==> config.mk <==
export PLATFORM = sky130hd
export DESIGN_NAME = spike_input_encoder
export DESIGN_NICKNAME = d
export VERILOG_FILES = /design/src/rtl/spike_input_encoder.sv
export SDC_FILE = /design/constraint.sdc
export NUM_CORES = 1
export LEC_CHECK = 0
export CAP_MARGIN = 20
export CORE_MARGIN = 4
export CORE_UTILIZATION = 30
export CTS_BUF_LIST = sky130_fd_sc_hd__clkbuf_4 sky130_fd_sc_hd__clkbuf_8
export DETAILED_ROUTE_END_ITERATION = 16
export SKIP_CTS_REPAIR_TIMING = 1
export SYNTH_ARGS = -nofsm -noshare
export SYNTH_HDL_FRONTEND = slang
export SYNTH_SLANG_ARGS = --single-unit
==> constraint.sdc <==
create_clock -name clk_i -period 2.4 [get_ports clk_i]
set_input_delay 0.72 -clock clk_i [delete_from_list [all_inputs] [get_ports clk_i]]
set_output_delay 0.72 -clock clk_i [all_outputs]
set_load 0.05 [all_outputs]
==> src/rtl/spike_input_encoder.sv <==
// -----------------------------------------------------------------------------
// spike_input_encoder
//
// Rate-coding input injector. Once per time tick it scans a buffer of
// N = 2^M input values and emits one AER spike event for every neuron whose
// value is at least the current tick. Each full scan ends with a
// time-reference (TREF) event. Ticks count down from 2^INPUT_RESO-1 to 1, so
// a value v produces exactly v spikes for its neuron.
//
// Ports:
//   clk_i        clock
//   rst_i        synchronous active-high reset
//   start_i      start pulse, honoured only while idle
//   abort_i      stop request, honoured in any active state
//   mem_req_o    input-buffer read strobe
//   mem_addr_o   input-buffer read address
//   mem_rdata_i  read data, valid the cycle after mem_req_o
//   aer_valid_o  event valid
//   aer_ready_i  event accepted by the core
//   aer_addr_o   event neuron address
//   aer_tref_o   event is an end-of-tick time reference
//   tick_o       current tick, 0 while idle
//   busy_o       high in every state except IDLE
//   done_o       one-cycle pulse when a run ends
// -----------------------------------------------------------------------------
module spike_input_encoder #(
    parameter int M          = 8,
    parameter int INPUT_RESO = 8
) (
    input  logic                  clk_i,
    input  logic                  rst_i,
    input  logic                  start_i,
    input  logic                  abort_i,
    output logic                  mem_req_o,
    output logic [M-1:0]          mem_addr_o,
    input  logic [INPUT_RESO-1:0] mem_rdata_i,
    output logic                  aer_valid_o,
    input  logic                  aer_ready_i,
    output logic [M-1:0]          aer_addr_o,
    output logic                  aer_tref_o,
    output logic [INPUT_RESO-1:0] tick_o,
    output logic                  busy_o,
    output logic                  done_o
);

    typedef enum logic [2:0] {
        S_IDLE,
        S_FETCH,
        S_EVAL,
        S_SEND,
        S_NEXT,
        S_TREF,
        S_DONE
    } state_t;

    localparam logic [INPUT_RESO-1:0] TICK_MAX = '1;
    localparam logic [INPUT_RESO-1:0] TICK_ONE = INPUT_RESO'(1);
    localparam logic [M-1:0]          IDX_LAST = '1;

    state_t                  state_q, state_d;
    logic [M-1:0]            idx_q,   idx_d;
    logic [INPUT_RESO-1:0]   tick_q,  tick_d;
    logic [INPUT_RESO-1:0]   pix_q,   pix_d;

    // Next-state logic for the scan. Abort overrides whatever the state
    // would otherwise do; a handshake completing in the same cycle has
    // already been seen by the core, so it simply counts as delivered.
    always_comb begin
        state_d = state_q;
        idx_d   = idx_q;
        tick_d  = tick_q;
        pix_d   = pix_q;

        case (state_q)
            S_IDLE: begin
                if (start_i) begin
                    tick_d  = TICK_MAX;
                    idx_d   = '0;
                    state_d = S_FETCH;
                end
            end
            S_FETCH: begin
                state_d = S_EVAL;
            end
            S_EVAL: begin
                pix_d = mem_rdata_i;
                if (mem_rdata_i >= tick_q) begin
                    state_d = S_SEND;
                end else begin
                    state_d = S_NEXT;
                end
            end
            S_SEND: begin
                if (aer_ready_i) begin
                    state_d = S_NEXT;
                end
            end
            S_NEXT: begin
                if (idx_q == IDX_LAST) begin
                    idx_d   = '0;
                    state_d = S_TREF;
                end else begin
                    idx_d   = idx_q + 1'b1;
                    state_d = S_FETCH;
                end
            end
            S_TREF: begin
                if (aer_ready_i) begin
                    if (tick_q == TICK_ONE) begin
                        state_d = S_DONE;
                    end else begin
                        tick_d  = tick_q - 1'b1;
                        state_d = S_FETCH;
                    end
                end
            end
            S_DONE: begin
                // Clear the scan registers so IDLE always presents tick 0.
                idx_d   = '0;
                tick_d  = '0;
                pix_d   = '0;
                state_d = S_IDLE;
            end
            default: begin
                state_d = S_IDLE;
            end
        endcase

        if (abort_i && (state_q != S_IDLE) && (state_q != S_DONE)) begin
            state_d = S_DONE;
        end
    end

    // State and scan registers with synchronous reset.
    always_ff @(posedge clk_i) begin
        if (rst_i) begin
            state_q <= S_IDLE;
            idx_q   <= '0;
            tick_q  <= '0;
            pix_q   <= '0;
        end else begin
            state_q <= state_d;
            idx_q   <= idx_d;
            tick_q  <= tick_d;
            pix_q   <= pix_d;
        end
    end

    // A spike is only ever sent for a pixel that cleared the threshold.
    always_ff @(posedge clk_i) begin
        if (!rst_i && (state_q == S_SEND)) begin
            assert (pix_q >= tick_q);
        end
    end

    // Outputs decode the state register only, so aer_ready_i never reaches
    // aer_valid_o combinationally. Addresses are gated so idle outputs are 0.
    assign mem_req_o   = (state_q == S_FETCH);
    assign mem_addr_o  = (state_q == S_FETCH) ? idx_q : '0;
    assign aer_valid_o = (state_q == S_SEND) || (state_q == S_TREF);
    assign aer_addr_o  = (state_q == S_SEND) ? idx_q : '0;
    assign aer_tref_o  = (state_q == S_TREF);
    assign tick_o      = tick_q;
    assign busy_o      = (state_q != S_IDLE);
    assign done_o      = (state_q == S_DONE);

endmodule

---- After elaboration in Yosys (flattened, before gate mapping) ----
Cells that the tools add are included.
Widths: inputs -> output; s select.
word-level totals
  memory bits (writable) .................. 0
  ROM bits ................................ 0
  memories ................................ 0
  word-level logic and storage cells ...... 52
  register bits after elaboration ......... 19
  output and inout bits ................... 29
  latch bits .............................. 0
operators by class
  multiply operators ...................... 0
  divide/modulo/power cells ............... 0
  $add $sub $neg .......................... 2
  order comparisons ....................... 1
  bitwise operators ....................... 0
  mux-type cells .......................... 17
  shift-type cells ........................ 0
  reduce and logical (&&, ||, !) cells .... 12
  equality and inequality tests ........... 16
operator list
  operator             count
  $mux 8               7
  $pmux 8 s3           2
  $mux 3               7
  $pmux 3 s6           1
  $eq 3x3->1 const B   3
  $ne 3x3->1 const B   3
  $reduce_bool 3->1    3
  $add 8x1->8 const B  1
  $eq 8x1->1 const B   1
  $eq 8x8->1 const B   1
  $ge 8x8->1           1
  $ne 2x2->1 const B   4
  $sub 8x1->8 const B  1
  $eq 3x2->1 const B   2
  $reduce_and 3->1     2
  $reduce_and 4->1     1
  $eq 3x1->1 const B   1
  $logic_not 3->1      1
  $ne 3x2->1 const B   1
  $logic_and 1x1->1    2
  $reduce_and 2->1     1
  $reduce_or 2->1      1
  $logic_or 1x1->1     1

---- Logic depth before layout (Yosys ltp) ----
Gate-level depths: netlist (run 1).
  word-level depth ........................ 5
  depth in mapped cells ................... 8

---- Least setup slack after synthesis (run 1) ----
No wires, ideal clock.
  path kind ............................... reg-to-output
  start ................................... register state_q[1]
  end ..................................... output aer_valid_o
  path buffers ............................ 1
  setup slack ............................. -0.154 ns
  stages on the path, launching flop included .. 4
  arrival ................................. 1.834 ns
  cell sequence ........................... dfxtp_1 > inv_1 > clkbuf_1 > o21ai_0
on the way
  cells in the longest elaborated chain, start to end .. 2
  elaborated cells between the ends (all ways) .. 3
  classes of those cells .................. eq/ne (2); reduce/logical (1)
RTL lines
  element                                          RTL line  text
  start: declaration                               60        state_t state_q, state_d;
  start signal: assignment                         142       state_q <= state_d;
  $eq 3x2->1 / $eq 3x3->1 (equally long branches)  160       assign aer_valid_o = (state_q == S_SEND) || (state_q == S_TREF);
  $logic_or 1x1->1 *                               160
  end: declaration                                 37        output logic aer_valid_o,
Every way passes the cells marked *; elsewhere a longest branch is shown, timed or not.

---- Worst setup path after layout (run 1) ----
Same ends and word-level chain as after synthesis.

==> metrics, run 1 <==
average cell area after synthesis 7.64 um^2; Setup-failing EPs final 0; Hold Path Cell Cnt 2; Avg WL per Cell 13.6 um; number of cell instances on the worst register-to-register path 7; clock-pin slew on the worst setup and hold paths 0.07 ns; relative area change from synthesis to final layout 54.3%; final hold violations 0; category of the worst setup path capture point output pin; category of the most critical setup path flop to output pin; die footprint 6440 um^2; initial core utilization 30.9%; Synth cell types 45; CTS tree built; final antenna diode count 0; Final min period 2.32 ns; Detailed Place HPWL 3510 um; Vias/cell 5.16; clock network fraction of total power 11.6%; count of mapped cells out of synthesis 205; # port buffers 41; commonest non-fill, non-tap cell in the layout sky130_fd_sc_hd__nor2_1; Internal Dissipation 1.00 mW; worst slew margin relative to its limit 61.6%; sequential cell area fraction in the yosys report 24.3%; critical path fanouts, max 9; Clock Latency Late Sink 0.26 ns; Slew Limit Fails 0; worst ir drop on vdd 0.667 mV; wire length of the first global-routing pass 7530 um; DRC violation total after the first TritonRoute iteration 81; peak clock frequency supported by timing 430 MHz; Power Dens Cells 805 nW/um^2; switching power total 942 uW; buffers from clock root to sink, at most 2; register bit count reported by yosys 19; share of the synthesized area in the top cell type 24.3%; net total in the final layout 282; commonest cells after routing, fill and taps aside sky130_fd_sc_hd__nor2_1, sky130_fd_sc_hd__clkdlybuf4s50_1, sky130_fd_sc_hd__buf_12; number of levels the H-tree was split into 1; vias in the first global route 1,624; Post-synth EDFFs 0; Worst Tran Pin Value 0.572 ns; Setup crit start kind flop; detailed-route wire length 4440 um; fraction of layout instances using a drive strength above 1 25.7%; post-route core utilization 47.6%; post-synthesis net count 229; Hold Worst Slack 0.540 ns; Synth Cell Area 1570 um^2; required time reported for the critical path endpoint 1.68 ns; total leakage power 1.02 nW; arrival time of data at the critical path endpoint 1.60 ns; final cycle utilization of the critical path 96.8%; clock buffer count from CTS 3; switching portion of total power 48.4%; core box area 5070 um^2; antenna violations before repair 0; TritonRoute pass-1 iters 4; DR DRC count 0; type of the worst min-delay path flop to flop; total track usage 14.5%; antenna-violating nets left 0; Synth Warn # 0; number of placed I/O pins 42; final RePlAce weighted congestion 0.810; share of synthesized registers carrying an async set or reset 0%; leftover overflow at the end of global routing 0; Synth area leader sky130_fd_sc_hd__dfxtp_1; clock tree root buffer cell sky130_fd_sc_hd__clkbuf_8; DR vias 1,688; width of the die 80.3 um; dominant synthesized flop cell sky130_fd_sc_hd__dfxtp_1; Max Cap Viol 0; clk sink count 19; Clock Skew 0.00219 ns; status finished clean; Comb pwr share 62.7%; portion of total power attributed to sequential cells 25.7%; height of the die 80.3 um; Std-Cell Rows 26; Synth area leaders sky130_fd_sc_hd__dfxtp_1, sky130_fd_sc_hd__ha_1, sky130_fd_sc_hd__and3_1, sky130_fd_sc_hd__nor2_1, sky130_fd_sc_hd__a21oi_1; maximum number of pins on one net before global-route repair 18; Total Power Consumption 1.95 mW
==> worst max-delay path, cell delays in order (launching register included) <==
cell                         delay, ns
sky130_fd_sc_hd__dfxtp_1          0.58
sky130_fd_sc_hd__clkinvlp_4       0.19
sky130_fd_sc_hd__buf_4            0.18
sky130_fd_sc_hd__o21ai_1          0.22
sky130_fd_sc_hd__buf_12           0.17
==> registers in the layout (all words and copies together) (netlist names) <==
signal,flops
idx_q,8
state_q,3
tick_o,8
==> through the flow <==
stage          worst slack (ns)  TNS (ns)  cells  cell area [um^2]
4_1_cts                 -0.0201   -0.0806    324              2380
3_3_place_gp            -0.0570    -0.137    320              2340
5_1_grt                -0.00511  -0.00511    327              2420
6_report                 0.0761         0    327              2420
3_5_place_dp            -0.0983    -0.327    320              2340
2_1_floorplan             0.107         0    205              1580
==> layout make-up <==
class	count	area (um^2)
flip-flops and latches	19	383
clock buffers	3	41.3
well taps	70	87.6
fillers	516	2660
repair buffers	59	743
multi-input cells	162	1100
clock inverters	1	5.00
inverters	13	52.6
==> power groups by stage <==
stage	clock network (mW)	registers (mW)	logic [mW]
after floorplan	0	0.585	0.676
after global placement	0	0.503	1.19
after detailed placement	0	0.500	1.20
after CTS	0.232	0.495	1.20
after global routing	0.248	0.517	1.34
final	0.227	0.500	1.22
==> worst paths after layout <==
check / from / slack [ns] / endpoint
setup reg to reg: tick_o[0]$_SDFFE_PP0P_ / 0.31 / tick_o[3]$_SDFFE_PP0P_
setup / recovery: state_q[1]$_SDFFE_PP0P_ / 0.08 / aer_valid_o
hold / removal: idx_q[7]$_SDFFE_PP0P_ / 0.54 / idx_q[7]$_SDFFE_PP0P_
hold reg to reg: idx_q[7]$_SDFFE_PP0P_ / 0.54 / idx_q[7]$_SDFFE_PP0P_
==> layer usage <==
layer / track usage [%] / up-vias / share of wire (%)
met4: 2.53 / 0 / 0.27
met3: 3.59 / 2 / 6.3
met2: 26.1 / 45 / 49
met1: 17.5 / 776 / 44
met5: 0 / - / 0
li1: - / 865 / -
==> synthesized netlist by cell type, types with 2 or more instances <==
cell type                  number
sky130_fd_sc_hd__nor2_1        23
sky130_fd_sc_hd__dfxtp_1       19
sky130_fd_sc_hd__and3_1        18
sky130_fd_sc_hd__a21oi_1       16
sky130_fd_sc_hd__inv_1         13
sky130_fd_sc_hd__o21ai_0       13
sky130_fd_sc_hd__ha_1          11
sky130_fd_sc_hd__nand2_1       11
sky130_fd_sc_hd__clkbuf_1       7
sky130_fd_sc_hd__nor3_1         7
sky130_fd_sc_hd__nand3b_1       5
sky130_fd_sc_hd__nor2b_1        5
sky130_fd_sc_hd__or3_1          5
sky130_fd_sc_hd__a221oi_1       4
sky130_fd_sc_hd__o211ai_1       4
sky130_fd_sc_hd__o21ai_1        4
sky130_fd_sc_hd__a311oi_1       3
sky130_fd_sc_hd__nand3_1        3
sky130_fd_sc_hd__o31ai_1        3
sky130_fd_sc_hd__a21o_1         2
sky130_fd_sc_hd__buf_4          2
sky130_fd_sc_hd__nand2b_1       2
sky130_fd_sc_hd__o21bai_1       2
sky130_fd_sc_hd__o311ai_0       2
==> logic make-up (layout without fill, tap and decap cells) <==
kind of cell	count (synthesis)	count (layout)	share of synthesized area, %
and+or+nand+nor	87	87	32.3
AOI/OAI and AO/OA	63	63	27.8
buffers and inverters	24	76	6.31
DFF	19	19	24.3
adders and majority gates	11	11	8.79
xor gates and xnor gates	1	1	0.559
Power figures use the tool's default switching activity.
==> run 2: changes to the inputs <==
--- a/config.mk
+++ b/config.mk
@@ -10,6 +10,7 @@
 export CORE_UTILIZATION = 30
 export CTS_BUF_LIST = sky130_fd_sc_hd__clkbuf_4 sky130_fd_sc_hd__clkbuf_8
 export DETAILED_ROUTE_END_ITERATION = 16
+export PLACE_DENSITY = 0.65
 export SKIP_CTS_REPAIR_TIMING = 1
 export SYNTH_ARGS = -nofsm -noshare
 export SYNTH_HDL_FRONTEND = slang
==> run 2 against run 1 <==
  * Via count is 1.2% higher
  * Total power is 1.8% lower
  * Clock skew is 0.0013 ns higher
  * Wire length is 1.4% higher
  * Hold slack better by 0.0012 ns
  * Fmax is 0.66% higher
  * Setup slack better by 0.015 ns
  * Sequential share of layout area is 0.22 points higher
  * First-iteration DRC count is 32% higher
==> metrics, run 2 (synthesis gave the netlist of run 1 again) <==
DRC violation total after the first TritonRoute iteration 107 (+32%); wire length of the first global-routing pass 7420 um (-1.4%); clock tree root buffer cell sky130_fd_sc_hd__clkbuf_8; total track usage 14.3% (-0.22 points); detailed-route wire length 4500 um (+1.4%); Clock Latency Late Sink 0.26 ns (about the same); CTS tree built; clock buffer count from CTS 3 (unchanged); total leakage power 0.993 nW (-2.8%); cell family with the largest share of critical-path delay buffers and inverters; Max Cap Viol 0 (unchanged); final cycle utilization of the critical path 96.2% (-0.64 points); worst ir drop on vdd 0.534 mV (-20%); number of levels the H-tree was split into 1 (unchanged); post-layout instance count excluding filler cells 320 (-2.1%); category of the most critical setup path flop to output pin; arrival time of data at the critical path endpoint 1.59 ns (about the same); required time reported for the critical path endpoint 1.68 ns (about the same); fraction of layout instances using a drive strength above 1 22.8% (-2.9 points); Clock Skew 0.00345 ns (+0.00126 ns); antenna violations before repair 0 (unchanged); number of placed I/O pins 42 (unchanged); number of buffers and inverters on the critical path 1 (-2); final hold violations 0 (unchanged); leftover overflow at the end of global routing 0 (unchanged); cell-by-cell listing of the critical path clkdlybuf4s50_1; DR DRC count 0 (unchanged); fill cell total of the finished layout 518 (+0.39%); maximum number of pins on one net before global-route repair 21 (+3); Slew Limit Fails 0 (unchanged); height of the die 80.3 um (unchanged); Setup crit start kind flop; status finished clean; DR vias 1,708 (+1.2%); Avg WL per Cell 14.1 um (+3.6%); pre-CTS setup slack -0.147 ns (-0.0484 ns); number of placed cells counting well taps 316 (-1.3%); Detailed Place HPWL 3490 um (-0.35%); core box area 5070 um^2 (unchanged); net total in the final layout 275 (-2.5%); buffers from clock root to sink, at most 2 (unchanged); Total Power Consumption 1.91 mW (-1.8%); category of the worst setup path capture point output pin; Worst Tran Pin Value 0.547 ns (-0.0246 ns); unrepaired setup endpoints after global routing false; largest incremental delay on the critical path 0.86 ns (+0.28 ns); width of the die 80.3 um (unchanged); clk sink count 19 (unchanged); worst slew margin relative to its limit 63.2% (+1.7 points); area after detailed placement 2310 um^2 (-1.3%); Std-Cell Rows 26 (unchanged); fin worst setup slack 0.0914 ns (+0.0154 ns); initial core utilization 30.9% (unchanged); final RePlAce weighted congestion 0.830 (+2.6%); # port buffers 41 (unchanged); TritonRoute pass-1 iters 4 (unchanged); Vias/cell 5.34 (+3.4%); antenna-violating nets left 0 (unchanged); commonest cells after routing, fill and taps aside sky130_fd_sc_hd__nor2_1, sky130_fd_sc_hd__clkdlybuf4s50_1, sky130_fd_sc_hd__buf_12; die footprint 6440 um^2 (unchanged); critical path fanouts, max 7 (-2); Hold Worst Slack 0.541 ns (+0.00118 ns); clock-pin slew on the worst setup and hold paths 0.07 ns (about the same); Power Dens Cells 807 nW/um^2 (+0.27%); Final min period 2.31 ns (-0.0154 ns); vias in the first global route 1,636 (+0.74%); master of the slowest instance on the critical path sky130_fd_sc_hd__clkdlybuf4s50_1; peak clock frequency supported by timing 433 MHz (+0.66%); relative area change from synthesis to final layout 51.2%; Setup-failing EPs final 0 (unchanged); type of the worst min-delay path flop to flop; final antenna diode count 0 (unchanged); commonest non-fill, non-tap cell in the layout sky130_fd_sc_hd__nor2_1; post-route cell area 2370 um^2 (-2.0%)
[run 2: area by class of cell]
| class | instances | area [um^2] | share of cell area (%) |
|---|---|---|---|
| inverters | 13 | 48.8 | 2.06 |
| multi-input cells | 162 | 1110 | 47.0 |
| well taps | 70 | 87.6 | 3.70 |
| flip-flops and latches | 19 | 380 | 16.1 |
| clock buffers | 4 | 48.8 | 2.06 |
| repair buffers | 52 | 691 | 29.2 |
[run 2: path summary, 6_finish.rpt]
| path | startpoint | end | slack, ns | depth (start not counted) |
|---|---|---|---|---|
| worst max-delay path | tick_o[2]$_SDFFE_PP0P_ | tick_o[2] | 0.09 | 1 |
| worst min-delay path | tick_o[6]$_SDFFE_PP0P_ | tick_o[6]$_SDFFE_PP0P_ | 0.54 | 2 |
| worst max register to register | state_q[2]$_SDFFE_PP0P_ | tick_o[5]$_SDFFE_PP0P_ | 0.26 | 5 |
| worst min register to register | tick_o[6]$_SDFFE_PP0P_ | tick_o[6]$_SDFFE_PP0P_ | 0.54 | 2 |
[run 2: through the flow]
stage | TNS [ns] | util (%)
global placement | -0.158 | 45.5
global route | 0 | 46.7
detailed placement | -0.409 | 45.5
finish | 0 | 46.7
floorplan | 0 | -
CTS | -2.42 | 46.4
[run 2: report_power, final]
group | internal, mW | switching (mW)
registers | 0.378 | 0.0953
clock network | 0.129 | 0.110
logic | 0.470 | 0.730
total | 0.977 | 0.935
[run 2: tightest hold or removal path: stages, from the launching register on]
cell and delay (ns):
sky130_fd_sc_hd__dfxtp_1 0.34, sky130_fd_sc_hd__inv_1 0.08, sky130_fd_sc_hd__a221oi_1 0.07
[run 2: routing by layer]
metal / GRT usage (%) / share of wire [%] / up-vias
met5: 0 / 0 / -
met2: 25.5 / 49 / 61
met3: 4.04 / 6.8 / 2
met1: 16.9 / 44 / 789
li1: - / - / 856
met4: 2.87 / 0.31 / 0
==> run 3: changes to the inputs <==
--- a/config.mk
+++ b/config.mk
@@ -7,10 +7,9 @@
 export LEC_CHECK = 0
 export CAP_MARGIN = 20
 export CORE_MARGIN = 4
-export CORE_UTILIZATION = 30
-export CTS_BUF_LIST = sky130_fd_sc_hd__clkbuf_4 sky130_fd_sc_hd__clkbuf_8
+export CORE_UTILIZATION = 31
 export DETAILED_ROUTE_END_ITERATION = 16
-export PLACE_DENSITY = 0.65
+export PLACE_DENSITY = 0.66
 export SKIP_CTS_REPAIR_TIMING = 1
 export SYNTH_ARGS = -nofsm -noshare
 export SYNTH_HDL_FRONTEND = slang
==> run 3 against run 2 <==
  * Clock skew increased by 0.0017 ns
  * Sequential share of layout area is 0.11 points lower
  * Non-clock buffer count grew 5
  * Via count up 2.0%
  * Critical endpoint unchanged
  * Hold slack improved by 0.0016 ns
  * Count of clock-buffer cells in the layout shrank 1
  * Total power increased by 1.4%
==> metrics, run 3 (synthesis gave the netlist of run 1 again) <==
height of the die 79.1 um (-1.5%); clk sink count 19 (unchanged); Worst Tran Pin Value 0.512 ns (-0.0345 ns); core box area 4820 um^2 (-5.1%); width of the die 79.1 um (-1.5%); category of the most critical setup path flop to output pin; critical path fanouts, max 7 (unchanged); worst slew margin relative to its limit 65.7% (+2.5 points); Hold Worst Slack 0.543 ns (+0.00161 ns); post-route cell area 2400 um^2 (+1.4%); Slew Limit Fails 0 (unchanged); clock buffer count from CTS 3 (unchanged); largest incremental delay on the critical path 0.86 ns (about the same); antenna-violating nets left 0 (unchanged); die footprint 6250 um^2 (-2.9%); uppermost layer routed met4; commonest cells after routing, fill and taps aside sky130_fd_sc_hd__nor2_1, sky130_fd_sc_hd__clkdlybuf4s50_1, sky130_fd_sc_hd__buf_12; arrival time of data at the critical path endpoint 1.58 ns (about the same); type of the worst min-delay path flop to flop; post-layout instance count excluding filler cells 322 (+0.63%); Setup-failing EPs final 0 (unchanged); Avg WL per Cell 13.9 um (-1.2%); number of placed cells counting well taps 315 (-0.32%); post-route core utilization 49.8% (+3.2 points); initial core utilization 32.5% (+1.7 points); setup total negative slack 0 ns (unchanged); maximum number of pins on one net before global-route repair 18 (-14%); Std-Cell Rows 25 (-3.8%); unrepaired setup endpoints after global routing false; final antenna diode count 0 (unchanged); met2 wire length 2230 um (+2.1%); area after detailed placement 2320 um^2 (+0.49%); TritonRoute pass-1 iters 4 (unchanged); Setup crit start kind flop; CTS tree built; DR DRC count 0 (unchanged); number of levels the H-tree was split into 1 (unchanged); number of buffers and inverters on the critical path 1 (unchanged); Detailed Place HPWL 3560 um (+2.0%); total track usage 14.3% (+0.023 points); detailed-route wire length 4480 um (-0.53%); fraction of layout instances using a drive strength above 1 25.1% (+2.3 points); Total Power Consumption 1.94 mW (+1.4%); vias in the first global route 1,630 (-0.37%); wire length of the first global-routing pass 7360 um (-0.84%); clock-pin slew on the worst setup and hold paths 0.08 ns (about the same); cell family with the largest share of critical-path delay buffers and inverters; antenna violations before repair 0 (unchanged); DRC violation total after the first TritonRoute iteration 75 (-30%); fin worst setup slack 0.104 ns (+0.0123 ns); Final min period 2.30 ns (-0.0123 ns); minimum setup slack among reg-to-reg paths 0.29 ns (+0.03 ns); Clock Skew 0.00511 ns (+0.00166 ns); commonest non-fill, non-tap cell in the layout sky130_fd_sc_hd__nor2_1; clock tree root buffer cell sky130_fd_sc_hd__clkbuf_8; net total in the final layout 280 (+1.8%); final hold violations 0 (unchanged); final cycle utilization of the critical path 95.7% (-0.51 points); met3 routed wirelength 322 um (+5.6%); leftover overflow at the end of global routing 0 (unchanged); final RePlAce weighted congestion 0.874 (+5.3%); peak clock frequency supported by timing 435 MHz (+0.53%); total leakage power 1.01 nW (+2.1%); relative area change from synthesis to final layout 53.3%; Metal-1 WL 1870 um (-6.4%); number of placed I/O pins 42 (unchanged); buffers from clock root to sink, at most 2 (unchanged); required time reported for the critical path endpoint 1.68 ns (about the same); pre-CTS setup slack -0.128 ns (+0.0190 ns); Vias/cell 5.41 (+1.4%); status finished clean; Power Dens Cells 807 nW/um^2 (about the same); Clock Latency Late Sink 0.26 ns (about the same); # port buffers 41 (unchanged); category of the worst setup path capture point output pin; Max Cap Viol 0 (unchanged); cell-by-cell listing of the critical path clkdlybuf4s50_1; DR vias 1,742 (+2.0%); fill cell total of the finished layout 468 (-9.7%); worst ir drop on vdd 0.365 mV (-32%); master of the slowest instance on the critical path sky130_fd_sc_hd__clkdlybuf4s50_1
==> run 3: routing by layer <==
layer / vias to the layer above / global-route usage (%)
li1: 861 / -
met1: 806 / 17.2
met2: 67 / 25.4
met3: 8 / 3.29
met4: 0 / 3.78
met5: - / 0
==> run 3: power by group <==
group,total [mW],internal [mW],switching [mW]
Sequential,0.481,0.380,0.101
Clock,0.230,0.115,0.115
Combinational,1.23,0.498,0.729
Total,1.94,0.993,0.945
==> run 3: cell type report <==
cell class              count  area [um^2]  area share, %
clock inverters             1         5.00          0.208
multi-input cells         162         1110           46.1
inverters                  13         52.6           2.19
clock buffers               3         41.3           1.72
repair buffers             57          728           30.3
well taps                  67         83.8           3.49
flip-flops and latches     19          383           15.9
==> run 3: final timing paths <==
path / startpoint / endpoint / cells past startpoint
max reg2reg: tick_o[1]$_SDFFE_PP0P_ / tick_o[6]$_SDFFE_PP0P_ / 7
min: idx_q[5]$_SDFFE_PP0P_ / idx_q[5]$_SDFFE_PP0P_ / 2
max: tick_o[2]$_SDFFE_PP0P_ / tick_o[2] / 1
min reg2reg: idx_q[5]$_SDFFE_PP0P_ / idx_q[5]$_SDFFE_PP0P_ / 2
